--- src/rtl/flit_requester_if.sv ---
// Handshake bundle between a flit requester and its packet source / arbiter.
// master: the requester side; slave: the source/arbiter side.
interface flit_requester_if #(
  parameter int DATA_W = 32
);
  logic              pkt_valid;
  logic [11:0]       pkt_length;
  logic              pkt_ready;
  logic [DATA_W-1:0] data_in;
  logic              data_valid;
  logic              data_ready;
  logic              grant;
  logic              req;
  logic [2:0]        flit_id;
  logic [11:0]       length;
  logic [DATA_W-1:0] flit_out;
  logic              flit_valid;
  logic [15:0]       stall_cnt;

  modport master (
    input  pkt_valid, pkt_length, data_in, data_valid, grant,
    output pkt_ready, data_ready, req, flit_id, length, flit_out, flit_valid, stall_cnt
  );

  modport slave (
    output pkt_valid, pkt_length, data_in, data_valid, grant,
    input  pkt_ready, data_ready, req, flit_id, length, flit_out, flit_valid, stall_cnt
  );
endinterface

--- src/rtl/flit_requester.sv ---
// Packet-to-flit requester: accepts a descriptor, requests the arbiter and emits tagged flits.
// Optional grant-wait counter on stall_cnt when FLIT_REQ_STALL_CNT_EN is defined.
//
// state | meaning
// IDLE  | waiting for a packet descriptor (pkt_ready=1)
// REQ   | requesting the arbiter, no grant held yet
// SEND  | granted, moving one flit per valid data beat
module flit_requester #(
  parameter int DATA_W = 32
) (
  input  logic             clk,
  input  logic             rst,
  flit_requester_if.master bus
);

  typedef enum logic [1:0] {IDLE, REQ, SEND} state_t;

  state_t      state;
  logic [11:0] len_q;
  logic [11:0] idx;
  logic        xfer;
  logic        is_tail;

  assign bus.pkt_ready  = (state == IDLE);
  assign bus.data_ready = (state == SEND) && bus.grant;
  assign xfer           = bus.data_ready && bus.data_valid;
  assign is_tail        = (idx == len_q - 12'd1);

  always_ff @(posedge clk) begin
    if (rst) begin
      state          <= IDLE;
      len_q          <= 12'd0;
      idx            <= 12'd0;
      bus.req        <= 1'b0;
      bus.flit_valid <= 1'b0;
      bus.flit_id    <= 3'b000;
      bus.length     <= 12'd0;
      bus.flit_out   <= {DATA_W{1'b0}};
    end else begin
      bus.flit_valid <= xfer;
      if (xfer) begin
        bus.flit_out <= bus.data_in;
        bus.length   <= len_q;
        // Length is clamped to >= 2, so index 0 can never also be the tail.
        if (idx == 12'd0)  bus.flit_id <= 3'b001;
        else if (is_tail)  bus.flit_id <= 3'b100;
        else               bus.flit_id <= 3'b010;
      end else begin
        bus.flit_id <= 3'b000;
        bus.length  <= 12'd0;
      end

      case (state)
        IDLE: begin
          if (bus.pkt_valid) begin
            len_q   <= (bus.pkt_length < 12'd2) ? 12'd2 : bus.pkt_length;
            idx     <= 12'd0;
            bus.req <= 1'b1;
            state   <= REQ;
          end
        end
        REQ: begin
          if (bus.grant) state <= SEND;
        end
        SEND: begin
          // Losing grant keeps idx and req so the packet resumes where it stopped.
          if (!bus.grant) begin
            state <= REQ;
          end else if (xfer) begin
            if (is_tail) begin
              bus.req <= 1'b0;
              state   <= IDLE;
            end else begin
              idx <= idx + 12'd1;
            end
          end
        end
        default: state <= IDLE;
      endcase
    end
  end

`ifdef FLIT_REQ_STALL_CNT_EN
  logic [15:0] stall_q;

  always_ff @(posedge clk) begin
    if (rst) begin
      stall_q <= 16'h0000;
    end else if (bus.pkt_ready && bus.pkt_valid) begin
      stall_q <= 16'h0000;
    end else if (bus.req && !bus.grant && (stall_q != 16'hFFFF)) begin
      stall_q <= stall_q + 16'h0001;
    end
  end

  assign bus.stall_cnt = stall_q;
`else
  assign bus.stall_cnt = 16'h0000;
`endif

endmodule

--- src/flat_wrapper.sv ---
// flat-port wrapper written by rule: the top's interface ports become plain ports
module flit_requester_flat 
#(
  parameter int DATA_W = 32
)
  (clk, rst, bus_pkt_valid, bus_pkt_length, bus_data_in, bus_data_valid, bus_grant, bus_pkt_ready, bus_data_ready, bus_req, bus_flit_id, bus_length, bus_flit_out, bus_flit_valid, bus_stall_cnt);
  flit_requester_if #(.DATA_W(DATA_W)) bus_i ();
  input  logic clk;
  input  logic rst;
  input wire logic [$bits(bus_i.pkt_valid)-1:0] bus_pkt_valid;
  input wire logic [$bits(bus_i.pkt_length)-1:0] bus_pkt_length;
  input wire logic [$bits(bus_i.data_in)-1:0] bus_data_in;
  input wire logic [$bits(bus_i.data_valid)-1:0] bus_data_valid;
  input wire logic [$bits(bus_i.grant)-1:0] bus_grant;
  output wire logic [$bits(bus_i.pkt_ready)-1:0] bus_pkt_ready;
  output wire logic [$bits(bus_i.data_ready)-1:0] bus_data_ready;
  output wire logic [$bits(bus_i.req)-1:0] bus_req;
  output wire logic [$bits(bus_i.flit_id)-1:0] bus_flit_id;
  output wire logic [$bits(bus_i.length)-1:0] bus_length;
  output wire logic [$bits(bus_i.flit_out)-1:0] bus_flit_out;
  output wire logic [$bits(bus_i.flit_valid)-1:0] bus_flit_valid;
  output wire logic [$bits(bus_i.stall_cnt)-1:0] bus_stall_cnt;
  assign bus_i.pkt_valid = bus_pkt_valid;
  assign bus_i.pkt_length = bus_pkt_length;
  assign bus_i.data_in = bus_data_in;
  assign bus_i.data_valid = bus_data_valid;
  assign bus_i.grant = bus_grant;
  assign bus_pkt_ready = bus_i.pkt_ready;
  assign bus_data_ready = bus_i.data_ready;
  assign bus_req = bus_i.req;
  assign bus_flit_id = bus_i.flit_id;
  assign bus_length = bus_i.length;
  assign bus_flit_out = bus_i.flit_out;
  assign bus_flit_valid = bus_i.flit_valid;
  assign bus_stall_cnt = bus_i.stall_cnt;
  flit_requester #(.DATA_W(DATA_W)) u_core (.clk(clk), .rst(rst), .bus(bus_i));
endmodule
--- config.mk ---
export PLATFORM = sky130hd
export DESIGN_NAME = flit_requester_flat
export DESIGN_NICKNAME = d
export VERILOG_FILES = /design/src/rtl/flit_requester_if.sv /design/src/rtl/flit_requester.sv /design/src/flat_wrapper.sv
export SDC_FILE = /design/constraint.sdc
export NUM_CORES = 1
export LEC_CHECK = 0
export ABC_AREA = 1
export CAP_MARGIN = 5
export CORE_ASPECT_RATIO = 1.4
export CORE_MARGIN = 2
export CORE_UTILIZATION = 47
export CTS_CLUSTER_DIAMETER = 120
export DETAILED_ROUTE_END_ITERATION = 8
export GPL_ROUTABILITY_DRIVEN = 0
export PLACE_DENSITY_LB_ADDON = 0.12
export SLEW_MARGIN = 20
export SYNTH_ARGS = -nofsm -noshare
export SYNTH_HDL_FRONTEND = slang
export SYNTH_SLANG_ARGS = --single-unit
--- constraint.sdc ---
create_clock -name clk -period 2.1 [get_ports clk]
set_input_delay 0.21 -clock clk [delete_from_list [all_inputs] [get_ports clk]]
set_output_delay 0.21 -clock clk [all_outputs]
set_load 0.01 [all_outputs]
Word level (Yosys, flattened, before mapping)
Index checks and enable logic that the tools add are counted.
Widths: inputs -> output; s select.
{ "classes": {"addsub": 2, "order_cmp": 1, "n_eq_ne": 11, "muxes": 19, "bitwise": 1, "reduce_logical": 11} }
{ "ops": {"columns": ["cell", "count"], "rows": [
  ["$mux 12", 5],
  ["$pmux 12 s2", 1],
  ["$add 12x1->12 const B", 1],
  ["$eq 12x12->1", 1],
  ["$logic_not 12->1", 1],
  ["$lt 12x2->1 const B", 1],
  ["$sub 12x1->12 const B", 1],
  ["$mux 2", 5],
  ["$reduce_and 5->1", 2],
  ["$ne 2x2->1 const B", 4],
  ["$ne 3x2->1 const B", 2],
  ["$pmux 2 s3", 1],
  ["$mux 1", 5],
  ["$ne 2x1->1 const B", 2],
  ["$reduce_and 4->1", 1],
  ["$mux 3", 1],
  ["$reduce_or 3->1", 1],
  ["$eq 2x1->1 const B", 1],
  ["$eq 2x2->1 const B", 1],
  ["$logic_and 1x1->1", 2],
  ["$logic_not 2->1", 1],
  ["$pmux 1 s2", 1],
  ["$reduce_and 2->1", 1],
  ["$reduce_bool 2->1", 1],
  ["2 further kinds", 2]
]} }
{ "word_totals": {"reg_bits": 75, "inputBits": 49, "output_inout_bits": 67, "elab_cells": 54} }

Logic depth before layout (Yosys ltp)
{ "depth": {"depth_word": 6, "mapped_depth": 15} }

Worst setup path before layout
Ideal clock, no wire load.
{ "synth_path": {"kind": "reg-to-reg", "from": "register u_core.len_q[0]", "to": "register u_core.idx[4]", "arrival_ns": 1.668, "slack_ns": 0.362, "stages_incl_launch_ff": 15, "path_buffers": 1, "path_cell_list": "dfxtp_1 -> inv_2 -> ha_1 -> inv_1 -> nand2_1 -> nand2_1 -> nor2_1 -> nor2b_1 -> nand3_1 -> nor2_1 -> nand4_2 -> nand2_2 -> buf_6 -> nand3_1 -> a21oi_1"} }
{ "synth_via": {"elab_chain_len": 4} }
{ "synth_lines": {"columns": ["element", "line", "rtl"], "rows": [
  ["start: declaration", "flit_requester.sv:19", "logic [11:0] len_q;"],
  ["start signal: assignment", "flit_requester.sv:56", "len_q <= (bus.pkt_length < 12'd2) ? 12'd2 : bus.pkt_length;"],
  ["$sub 12x1->12", "flit_requester.sv:27", "assign is_tail = (idx == len_q - 12'd1);"],
  ["$eq 12x12->1", "flit_requester.sv:27", null],
  ["$ne 2x2->1 (no source line)", null, null],
  ["$reduce_and 5->1 (no source line)", null, null],
  ["end signal: assignment", "flit_requester.sv:74", "idx <= idx + 12'd1;"],
  ["end: declaration", "flit_requester.sv:20", "logic [11:0] idx;"]
]} }
No other way between the ends.
A chain may end at the register's enable or synchronous reset.

Worst setup path after layout
{ "layout_path": {"from": "register u_core.len_q[1]", "to": "register u_core.idx[1]"} }
Same word-level chain as after synthesis.

==> qor.csv <==
metric,value,unit
status,completed,
Final Hold Vio Count,0,
VDD IR-drop max,0.487,mV
DPL Wire Length,7.33,mm
DP Area,4690,um2
H-tree depth,3,
"FFs w/ async S/R, synth",0,
fmax,0.517,GHz
Hold Startpoint,bus_data_in[29],
# rows,38,
Skew-Pair Late Insertion Delay,350,ps
simple-gate share of the synthesized area,0.324,
reg2reg end,u_core.idx[1],
drt drc,0,
Critical Path Max Stage Delay,330,ps
Starting Density,0.477,
CTS tree,built,
r2r worst-path depth,14,
chip height,108,um
"Max FO, Critical Path",13,
Cell variety after synth,33,
area delta synth->final,34.9,%
top cell type's share of synthesized area,0.411,
Finished Layout Cells,726,
"most common cell after layout, fill and taps aside",nor2_1,
CTS resizes,0,
Post-synth EDFFs,0,
Leak Pwr,2.18,nW
synthesized area,3650,um2
post-route cell area,4930,um2
compound-cell area share of the yosys netlist,0.102,
Initial DRC Count,199,
router iterations before antenna repair,4,
critical path class,flop to flop,
internal power,2.43,mW
CP Capture Type,flop,
setup bufs post-CTS,0,
Num CTS Buffers,9,
Cells after DPL,711,
Final Core Density,0.644,
sequential power share,0.449,
total gr overflow,0,
vias in the first global route,3430,
RR Startpoint,u_core.len_q[1],
type of origin of the critical path,flop,
Clk Tree Root Cell,clkbuf_8,
final worst setup slack,165,ps
skew final,5.50,ps
clk sink count,75,
CP max-delay cell,dfxtp_1,
die width,78.5,um
sink of the worst hold path,u_core.bus.flit_out[29],
sequential element share of the synthesized area,0.411,
share of cells above drive strength 1,0.0815,
Comb power frac,0.204,
antenna violations before repair,0,
register area,1500,um2
Final #Nets,674,
Worst EP required,2350,ps
global-route wire length before repair,15.7,mm
Least-Margin Pin Slew,547,ps
critical path's most frequent cell,nor2_1,
Post-Synth XOR/XNOR Area,0.0336,
PD cells,687,nW/um2
clock transition at the registers of the reported paths,70,ps
"commonest non-fill, non-tap cells in the layout","109 x nor2_1, 99 x clkdlybuf4s50_1, 76 x nand2_1, 75 x dfxtp_1, 51 x inv_1",
Die ar.,8500,um2
DR WL/cell,13.5,um
largest net degree at the start of global routing,37,
critical-path cell list,inv_1 -> ha_4 -> inv_1 -> nand2_1 -> nand2_1 -> nor2_1 -> nor2b_1 -> nand3_1 -> nor2_1 -> nand4_2 -> nand2_4 -> nand2_1 -> nor2_1 -> nor2_1,
Core Box Area,7650,um2
R2R Setup Slk,170,ps
Synth area leaders,"dfxtp_1 41%, nor2_1 11%, nand2_1 7.8%",
fill cell count,698,
Seq cells post-synth,75,
Clk pwr share,0.347,
Hold Crit Depth,3,
minimum clock period,1930,ps
Synth Area per Inst,6.97,um2
Ant. Diodes,0,
Psw,0.952,mW
min-delay worst type,input pin to flop,
"Hold-fix buffers, CTS",0,
Post-Synth Adder-Cell Area,0.0103,
ys flop type,dfxtp_1,
Via density,4.94,
relative max-transition margin,0.632,
main combinational cell family by area after synthesis,simple AND/OR/NAND/NOR gates,
synthesized instance count,524,
post-synthesis mux area share,0,
Setup WS pre-CTS,53.6,ps
Max Cap Viol,0,
Net Sw Frac,0.281,
"Setup violations, final",0,
Worst EP arrival,2180,ps
Max clock buf depth,2,
DR vias,3590,
Syn. warnings,0,
Final ANT Viol Nets,0,
largest area contributor in the synthesized netlist,dfxtp_1,
Multi-input gate area,1810,um2
Final Cycle Share,0.921,
I/O pin cnt,116,
Power Total,3.39,mW
port bufs,99,
Global Route Usage Sum,0.237,
Max Slew Vio Count,0,
final wirelength,9.84,mm
==> power groups by stage <==
stage | sequential, mW | clock (mW) | combinational [mW]
after floorplan | 1.55 | 0 | 0.439
after global placement | 1.55 | 0 | 0.658
after detailed placement | 1.55 | 0 | 0.668
after CTS | 1.52 | 1.19 | 0.672
after global routing | 1.53 | 1.24 | 0.768
final | 1.52 | 1.17 | 0.691
==> metrics by stage <==
| stage | hold slack, ps | setup TNS (ps) |
|---|---|---|
| 6_report | 436 | 0 |
| 5_1_grt | 450 | -7.20 |
| 4_1_cts | 429 | 0 |
| 3_5_place_dp | 470 | 0 |
| 3_3_place_gp | 466 | 0 |
| 2_1_floorplan | 345 | 0 |
==> logic make-up after synthesis <==
family	Yosys count
XOR/XNOR	14
adder cells (fa/ha/maj)	3
AO/OA/AOI/OAI	68
flip-flops	75
AND/OR/NAND/NOR	270
other	1
buffers and inverters	93
==> state kept, by name, summed over array words and instances, names as in the netlist <==
register               flops
u_core.bus.flit_out       32
u_core.state               2
u_core.bus.flit_id         3
u_core.bus.length         12
u_core.bus.req             1
u_core.len_q              12
u_core.idx                12
u_core.bus.flit_valid      1
==> worst max-delay path, delay by kind of cell (launching register included) <==
kind	cells	cell delay, ps
AND/OR/NAND/NOR	11	1090
flip-flops	1	330
adder cells (fa/ha/maj)	1	280
buffers and inverters	2	130
==> synthesized netlist by cell type, types with 2 or more instances <==
| cell | number |
|---|---|
| a211oi_1 | 10 |
| a21oi_1 | 16 |
| buf_2 | 6 |
| buf_4 | 17 |
| clkbuf_1 | 13 |
| dfxtp_1 | 75 |
| ha_1 | 3 |
| inv_1 | 51 |
| inv_2 | 4 |
| nand2_1 | 76 |
| nand2_2 | 7 |
| nand3_1 | 36 |
| nand4_1 | 16 |
| nor2_1 | 111 |
| nor2_2 | 7 |
| nor2_4 | 2 |
| nor3_1 | 7 |
| nor4_1 | 3 |
| o21ai_0 | 38 |
| xor2_1 | 13 |
==> worst max path at each step <==
stage / start / endpoint / slack, ps / cells after the start
after floorplan: u_core.len_q[0] / u_core.idx[4] / 360 / 14
after global placement: u_core.len_q[0] / u_core.idx[1] / 170 / 14
after detailed placement: u_core.len_q[0] / u_core.idx[1] / 50 / 14
after CTS: u_core.len_q[0] / u_core.idx[1] / 60 / 14
after global routing: u_core.len_q[3] / u_core.idx[6] / -7 / 11
final: u_core.len_q[1] / u_core.idx[1] / 170 / 14
==> routing by layer <==
metal  vias up  global-route usage  share of wire
met5         -                   0              0
li1       1837                   -              -
met3        22              0.0835          0.075
met2       108               0.406           0.49
met4         0               0.114          0.029
met1      1623               0.260           0.40
==> final cells by class <==
class	count	share of cell area
multi-input cells	371	0.367
clock buffers	14	0.0371
flip-flops and latches	75	0.305
clock inverters	1	0.00610
inverters	55	0.0419
repair buffers	110	0.218
well taps	100	0.0254
Power figures use the tool's default switching activity.
